$ cat src/rtl/instr_fetch.sv
// instr_fetch: instruction-fetch stage of the single-cycle MIPS core.
// Owns the PC, fetches one word per instruction over a req/ack port, holds it
// in the instruction register and computes the next PC from the branch result.
// Optional feature: define JUMP_EN to decode 'j' (opcode 6'b000010) here.
module instr_fetch #(
  parameter int                ADDR_W   = 32,
  parameter logic [ADDR_W-1:0] RESET_PC = '0,
  parameter int                CNT_W    = 16
) (
  input  logic              clk,
  input  logic              rst,
  output logic              imem_req,
  output logic [ADDR_W-1:0] imem_addr,
  input  logic [31:0]       imem_rdata,
  input  logic              imem_ack,
  input  logic              exec_done,
  input  logic              branch_cond,
  input  logic              alu_zero,
  output logic [31:0]       instr,
  output logic [5:0]        opcode,
  output logic [5:0]        funct,
  output logic              instr_valid,
  output logic [ADDR_W-1:0] pc,
  output logic [ADDR_W-1:0] pc_plus4,
  output logic [CNT_W-1:0]  retired
);

  typedef enum logic [1:0] {
    FETCH  = 2'd0,
    DECODE = 2'd1,
    EXEC   = 2'd2
  } state_t;

  localparam logic [5:0] OP_J = 6'b000010;

  state_t            state;
  logic [ADDR_W-1:0] br_off;
  logic [ADDR_W-1:0] jump_pc;
  logic              is_jump;
  logic [ADDR_W-1:0] next_pc;

  // Field decode and PC arithmetic; addresses wrap modulo 2^ADDR_W.
  assign opcode    = instr[31:26];
  assign funct     = instr[5:0];
  assign pc_plus4  = pc + ADDR_W'(4);
  assign imem_addr = pc;
  // The request is gated by rst so a pending fetch disappears in the reset cycle.
  assign imem_req  = (state == FETCH) && !rst;

  // Sign-extended word offset; the cast of a signed value extends or truncates to ADDR_W.
  assign br_off = ADDR_W'($signed({instr[15:0], 2'b00}));

`ifdef JUMP_EN
  assign is_jump = (instr[31:26] == OP_J);
  generate
    if (ADDR_W > 28) begin : g_jump_wide
      assign jump_pc = {pc_plus4[ADDR_W-1:28], instr[25:0], 2'b00};
    end else begin : g_jump_narrow
      assign jump_pc = ADDR_W'({instr[25:0], 2'b00});
    end
  endgenerate
`else
  assign is_jump = 1'b0;
  assign jump_pc = pc_plus4;
`endif

  // Next-PC selection: jump overrides a taken branch, otherwise fall through.
  always_comb begin
    // NOTE: assign a default first so every path drives next_pc and no latch is inferred.
    next_pc = pc_plus4;
    if (is_jump) begin
      next_pc = jump_pc;
    end else if (branch_cond && alu_zero) begin
      next_pc = pc_plus4 + br_off;
    end
  end

  // Fetch/decode/execute sequencer with registered PC, IR, valid flag and counter.
  always_ff @(posedge clk) begin
    if (rst) begin
      // NOTE: the instruction register is reset on purpose so opcode reads 0 (R-type) until the first fetch.
      state       <= FETCH;
      pc          <= {RESET_PC[ADDR_W-1:2], 2'b00};
      instr       <= '0;
      instr_valid <= 1'b0;
      retired     <= '0;
    end else begin
      // NOTE: state is updated with non-blocking assignments so every flop samples pre-edge values.
      case (state)
        FETCH: begin
          if (imem_ack) begin
            instr       <= imem_rdata;
            instr_valid <= 1'b1;
            state       <= DECODE;
          end
        end
        DECODE: begin
          state <= EXEC;
        end
        EXEC: begin
          if (exec_done) begin
            pc          <= {next_pc[ADDR_W-1:2], 2'b00};
            retired     <= retired + CNT_W'(1);
            instr_valid <= 1'b0;
            state       <= FETCH;
          end
        end
        default: begin
          state <= FETCH;
        end
      endcase
    end
  end

endmodule

$ cat config.mk
export PLATFORM = sky130hd
export DESIGN_NAME = instr_fetch
export DESIGN_NICKNAME = d
export VERILOG_FILES = /design/src/rtl/instr_fetch.sv
export SDC_FILE = /design/constraint.sdc
export NUM_CORES = 1
export LEC_CHECK = 0
export ABC_AREA = 1
export ABC_CLOCK_PERIOD_IN_PS = 4250
export BUFFER_PORTS_ARGS = -buffer_cell sky130_fd_sc_hd__buf_2
export CAP_MARGIN = 20
export CELL_PAD_IN_SITES_DETAIL_PLACEMENT = 1
export CELL_PAD_IN_SITES_GLOBAL_PLACEMENT = 1
export CORE_ASPECT_RATIO = 0.75
export CORE_MARGIN = 2
export CORE_UTILIZATION = 38
export CTS_CLUSTER_DIAMETER = 100
export DETAILED_ROUTE_END_ITERATION = 6
export GPL_ROUTABILITY_DRIVEN = 1
export PLACE_DENSITY_LB_ADDON = 0.1
export SYNTH_ARGS = -nofsm -noshare
export SYNTH_HDL_FRONTEND = slang
export SYNTH_SLANG_ARGS = --single-unit
$ cat constraint.sdc
create_clock -name clk -period 4.25 [get_ports clk]
set_input_delay 0 -clock clk [delete_from_list [all_inputs] [get_ports clk]]
set_output_delay 0 -clock clk [all_outputs]
set_load 0.005 [all_outputs]
==> qor.yml, run 1 <==
setup_path:
  timing.rr.start: "imem_addr[2]"
  cp-start-kind: "flop"
  endpoint_kind: "flop"
  reg2regPathDepth: 17
  r2r_setup_slack_ns: 0.66
  crit_arrival_ns: 3.88
  critPathKind: "reg2reg"
  worstPathMaxFanout: 6
  rr_endpoint: "imem_addr[24]"
  critPathRequiredTime_ns: 4.53
  worstSetupStartpoint: "imem_addr[2]"
drt:
  viasPerCell: 5.05
  wl_um: 23700
  drc_errors: 0
  drtPass1Iterations: 5
  num_vias: 7198
  drtAntennaViolNets: 0
  drt-initial-drc-count: 352
  wl_per_cell_um: 16.6
synthesis:
  yosysWarnings: 0
  avgSynthCellArea_um2: 6.17
  synth_edf_count: 0
  syn_inst: 1037
  synth_area_leaders: "dfxtp_1, nand2_1, nor2_1, ha_1, o21ai_0"
  syn_area_um2: 6390
  yosysTopAreaCell: "dfxtp_1"
  synth-seq-cells: 81
  synth_ff_type: "dfxtp_1"
  ys_seq_area_share_pct: 25.4
  synth_cell_types: 38
  async_flop_share_pct: 0
  synth_top_area_share_pct: 25.4
timing:
  setup_ws_ns: 0.656
  setup_violations: 0
  period_share_pct: 84.6
  final_hold_viol_count: 0
  max_slew.worst_pin.slew_ns: 1.08
  drv_slew: 0
  fin_crit_ns: 3.59
  max_freq_mhz: 278
  worst_clock_skew_ns: 0.0117
  rsz0062_at_grt: "false"
  setup_tns_ns: 0
  slew_headroom_pct: 28.2
layout:
  multi_input_area_um2: 3900
  n_antenna_cell: 0
  fillers: 2330
  drive_above_1_share_pct: 20.5
  seqCellArea_um2: 1620
  final-instance-count-excl-fill: 1426
  syn_to_final_growth_pct: 23.2
  fin_nets: 1282
placement:
  gp_congestion: 0.883
  pre_cts_slack_ns: 0.746
  dp_hpwl_um: 18100
  dp_cells: 1377
  port_buffers: 189
cts:
  cts-root-buf: "clkbuf_16"
  insertion_delay_ns: 0.35
  path_clk_slew_ns: 0.07
  htreeDepth: 3
  post_cts_buffers: 0
  clock_sinks: 81
  cts_buffer_depth: 2
  cts_buffers: 9
  cts_tree: "done"
pwr:
  p_per_area_nw_per_um2: 284
  finalPower_mw: 2.23
  vdd_ir_drop_max_v: 0.000164
  p_leak_nw: 4.11
floorplan:
  die_h_um: 116
  ios: 196
  die_x_um: 154
  start_util_pct: 38.5
  dieArea_um2: 17900
  rows: 41
  core_um2: 16600
grt:
  antenna_found_initial: 0
  grt-ovfl-total: 0
  grt_pass1_vias: 6710
  grt_use_total_pct: 26.1
  grt_start_max_net_pins: 48
  grt_pass1_wl_um: 36700
run:
  drv_cap: 0
status:
  status: "completed"
min_path:
  min_path_cells: 2
  holdCritStartpoint: "rst"
  min_to: "state[0]"
  hold_class: "in2reg"
cells in the mapped netlist (10+ instances only):
| master | instances |
|---|---|
| a21oi_1 | 70 |
| a31oi_1 | 10 |
| buf_4 | 48 |
| clkbuf_1 | 24 |
| dfxtp_1 | 81 |
| ha_1 | 37 |
| inv_1 | 109 |
| nand2_1 | 245 |
| nand3_1 | 56 |
| nand4_1 | 17 |
| nor2_1 | 154 |
| nor3_1 | 15 |
| o21ai_0 | 84 |
| xor2_1 | 11 |
registers in the layout, summed over array words and instances, names as in the netlist:
| name | count |
|---|---|
| instr | 32 |
| imem_addr | 30 |
| state | 2 |
| instr_valid | 1 |
| retired | 16 |
worst max-delay path, stage by stage, from the launching register on:
cell and delay [ns]:
dfxtp_1 0.46, ha_1 0.21, nand2_1 0.09, inv_2 0.09, nand3_2 0.13, nor2_2 0.30, nand3_1 0.15, nor2_1 0.16
nand2_1 0.09, nand2_1 0.08, inv_1 0.07, ha_1 0.36, nand2_1 0.14, nor4_1 0.55, nand3_1 0.25, nand4_1 0.15
nand3_1 0.08, a21oi_1 0.17
how the worst max path moves through the flow:
stage	end	slack, ns	depth (start not counted)
3_3_place_gp	imem_addr[24]	0.75	18
2_1_floorplan	imem_addr[19]	1.59	18
6_report	imem_addr[24]	0.66	17
3_5_place_dp	imem_addr[31]	0.75	18
5_1_grt	imem_addr[31]	0.27	18
4_1_cts	imem_addr[31]	0.71	18
cell usage in the layout (no fill, tap or decap), types with 7 or more instances in the layout:
cell,synthesis,layout
a21oi_1,70,70
a31oi_1,10,10
buf_2,1,189
clkbuf_16,0,9
dfxtp_1,81,81
dlygate4sd3_1,0,33
ha_1,37,37
inv_1,109,108
inv_2,7,7
nand2_1,245,245
nand3_1,56,56
nand4_1,17,17
nor2_1,154,154
nor2_2,7,7
nor3_1,15,15
o21ai_0,84,84
or2_2,7,7
xnor2_1,7,7
xor2_1,11,11
report_power, final:
| part | leakage (nW) | switching (mW) | internal [mW] |
|---|---|---|---|
| clock network | 0.166 | 0.358 | 0.552 |
| logic | 3.28 | 0.269 | 0.190 |
| registers | 0.662 | 0.0600 | 0.804 |
through the flow:
step	utilization [%]	hold slack [ns]	instance area [um^2]
2_1_floorplan	-	0.149	6410
5_1_grt	47.4	0.0779	7880
4_1_cts	47.4	0.0695	7880
3_3_place_gp	43.4	0.239	7210
3_5_place_dp	43.4	0.255	7210
6_report	47.4	0.0747	7880
area by class of cell:
type                       count  area share [%]
inverter                     116            5.53
clock buffer                  11            3.21
clock inverter                 5            1.10
multi-input combinational    771            49.5
timing repair buffer         227            16.7
tap                          215            3.42
sequential                    81            20.6
cell families after synthesis:
| group | Yosys count | share of synthesized area, % |
|---|---|---|
| fa+ha+maj | 38 | 7.55 |
| other cells | 1 | 0.0587 |
| compound gates | 179 | 14.6 |
| simple gates | 529 | 35.7 |
| buf+inv | 190 | 14.0 |
| flops | 81 | 25.4 |
| xor+xnor | 19 | 2.72 |
metal layers:
metal	vias to the layer above	track usage (%)	share of wire (%)
met5	-	0	0
met3	22	5.53	6.2
met2	215	40.3	43
met1	3328	37.4	49
met4	0	6.12	1.6
li1	3633	-	-
timing repair:
action | 4_1_cts | 5_1_grt
hold buffers | 33 | 0
gates resized for setup | 0 | 0
endpoints found under the hold margin | 33 | 0
(Power assumes the default switching activity.)
==> run 2, diff against run 1 <==
--- a/config.mk
+++ b/config.mk
@@ -5,15 +5,15 @@
 export SDC_FILE = /design/constraint.sdc
 export NUM_CORES = 1
 export LEC_CHECK = 0
-export ABC_AREA = 1
-export ABC_CLOCK_PERIOD_IN_PS = 4250
+export ABC_AREA = 0
+export ABC_CLOCK_PERIOD_IN_PS = 3400
 export BUFFER_PORTS_ARGS = -buffer_cell sky130_fd_sc_hd__buf_2
 export CAP_MARGIN = 20
 export CELL_PAD_IN_SITES_DETAIL_PLACEMENT = 1
 export CELL_PAD_IN_SITES_GLOBAL_PLACEMENT = 1
 export CORE_ASPECT_RATIO = 0.75
 export CORE_MARGIN = 2
-export CORE_UTILIZATION = 38
+export CORE_UTILIZATION = 37
 export CTS_CLUSTER_DIAMETER = 100
 export DETAILED_ROUTE_END_ITERATION = 6
 export GPL_ROUTABILITY_DRIVEN = 1
==> constraint.sdc (replaced) <==
create_clock -name clk -period 3.4 [get_ports clk]
set_input_delay 0 -clock clk [delete_from_list [all_inputs] [get_ports clk]]
set_output_delay 0 -clock clk [all_outputs]
set_load 0.005 [all_outputs]
==> qor.yml, run 2 <==
setup_path:
  cp-start-kind: "flop"
  path_buf_inv: 0
  worstPathMaxFanout: 4
  crit_arrival_ns: 3.89
  endpoint_kind: "flop"
  path_cells: "nand3_2, or2_4, nor3_4, and4_4, nand3_4, xnor2_4, ha_4, a21o_1, o22a_1, a31oi_2, o21a_1, o211ai_1, o211ai_1, mux2i_1, mux2_2"
  critPathKind: "reg2reg"
  crit_path_frequent_cell: "o211ai_1"
  critPathRequiredTime_ns: 3.65
  crit_slowest_cell: "dfxtp_2"
  crit_family: "compound AO/OA/AOI/OAI gates"
  slowest_delay_ns: 0.36
drt:
  drt-initial-drc-count: 415
  drtPass1Iterations: 5
  routedLengthMet1_um: 11200
  viasPerCell: 5.52
  num_vias: 7259
  drtAntennaViolNets: 0
  wl_um: 26400
  wl_per_cell_um: 20.0
  met2WireLength_um: 12600
  drc_errors: 0
  wl_met3_um: 1730
  routed.top_layer: "met4"
timing:
  drv_slew: 0
  setup_violations: 7
  rsz0062_at_grt: "true"
  setup_ws_ns: -0.248
  worst_clock_skew_ns: 0.0119
  fin_crit_ns: 3.65
  max_slew.worst_pin.slew_ns: 0.922
  max_freq_mhz: 274
  final_hold_viol_count: 0
  period_share_pct: 107
  slew_headroom_pct: 38.5
grt:
  grt_start_max_net_pins: 48
  grt_use_total_pct: 28.7
  grt_pass1_wl_um: 38900
  antenna_found_initial: 0
  grt-ovfl-total: 0
  grt_pass1_vias: 7435
placement:
  dp_hpwl_um: 17400
  gp_congestion: 0.921
  port_buffers: 189
  dp_cells: 1239
synthesis:
  syn_inst: 792
  synth_ff_type: "dfxtp_1"
  synth_area_leaders: "dfxtp_1, ha_1, nand2_1, a21oi_1, buf_4"
  synth-seq-cells: 81
  async_flop_share_pct: 0
  synth_edf_count: 0
  yosysTopAreaCell: "dfxtp_1"
  post_synth_most_frequent_cells: "nand2_1, a21oi_1, dfxtp_1, nor2_1, buf_4"
  synth_top_area_share_pct: 27.3
  avgSynthCellArea_um2: 7.50
  synth_cell_types: 58
  syn_area_um2: 5940
  yosysWarnings: 0
  ys_seq_area_share_pct: 27.3
  synth_most_common_cell: "nand2_1"
pwr:
  vdd_ir_drop_max_v: 0.000214
  finalPower_mw: 2.63
  p_leak_nw: 4.47
  p_per_area_nw_per_um2: 285
layout:
  n_antenna_cell: 0
  fin_nets: 1176
  syn_to_final_growth_pct: 55.5
  drive_above_1_share_pct: 42.5
  layout_commonest_cell: "buf_2"
  final-instance-count-excl-fill: 1315
  final_cell_mix: "buf_2, buf_4, nand2_1, a21oi_1, dfxtp_1"
  largest_register_ffs: 32
  top_register: "instr"
status:
  violations: "negative setup slack"
  status: "finished with violations"
cts:
  htreeDepth: 3
  cts_buffer_depth: 2
  cts_buffers: 9
  path_clk_slew_ns: 0.07
  clock_sinks: 81
  cts-root-buf: "clkbuf_16"
  insertion_delay_ns: 0.36
  cts_tree: "done"
floorplan:
  ios: 196
  die_h_um: 114
  start_util_pct: 37.4
  die_x_um: 150
  rows: 40
  dieArea_um2: 17100
  core_um2: 15900
min_path:
  hold_class: "in2reg"
run:
  drv_cap: 0
run 2: final cells by class:
| type | instances | area (um^2) |
|---|---|---|
| clock buffer | 11 | 243 |
| clock inverter | 5 | 62.6 |
| fill | 1947 | 6630 |
| inverter | 16 | 60.1 |
| multi-input combinational | 609 | 4400 |
| sequential | 81 | 1640 |
| tap | 210 | 263 |
| timing repair buffer | 383 | 2570 |
run 2: path summary, 6_finish.rpt:
| path | startpoint | to | slack [ns] | cells after the start |
|---|---|---|---|---|
| setup reg to reg | imem_addr[5] | imem_addr[31] | -0.25 | 15 |
| hold reg to reg | instr[20] | instr[20] | 0.45 | 2 |
| hold / removal | rst | retired[6] | 0.10 | 2 |
| setup / recovery | imem_addr[5] | imem_addr[31] | -0.25 | 15 |
run 2: per-layer routing:
layer,global-route usage [%],vias up
li1,-,3370
met1,36.3,3510
met2,48.5,310
met3,6.24,69
met4,9.50,0
met5,0,-
run 2: stage by stage:
stage          utilization (%)  setup TNS, ns  hold WS (ns)  instance area (um^2)  setup WS [ns]
6_report                  58.2          -1.06         0.101                  9230         -0.248
4_1_cts                   55.0         -0.607        0.0999                  8720         -0.218
3_3_place_gp              48.7         -0.473         0.240                  7730         -0.174
5_1_grt                   58.2          -2.28         0.125                  9230         -0.337
2_1_floorplan                -        -0.0368         0.136                  6040        -0.0368
3_5_place_dp              48.7          -2.27         0.249                  7730         -0.485
run 2: cell families after synthesis:
kind of cell | synth area share [%]
AO/OA/AOI/OAI | 21.3
XOR/XNOR | 8.85
adder cells (fa/ha/maj) | 8.13
buffers and inverters | 9.90
flip-flops | 27.3
multiplexers | 0.864
other | 0.0632
AND/OR/NAND/NOR | 23.6
run 2: timing repair:
action / in CTS / in global routing
gates cloned: 0 / 0
resized for setup: 51 / 65
pin swaps: 22 / 42
hold buffers: 34 / 0
endpoints found under the setup margin: 12 / 18
endpoints found under the hold margin: 35 / 0
buffers inserted: 8 / 17
run 2: report_power, final:
part	switching [mW]	internal, mW
clock	0.453	0.596
sequential	0.0409	0.984
combinational	0.293	0.262
total	0.786	1.84
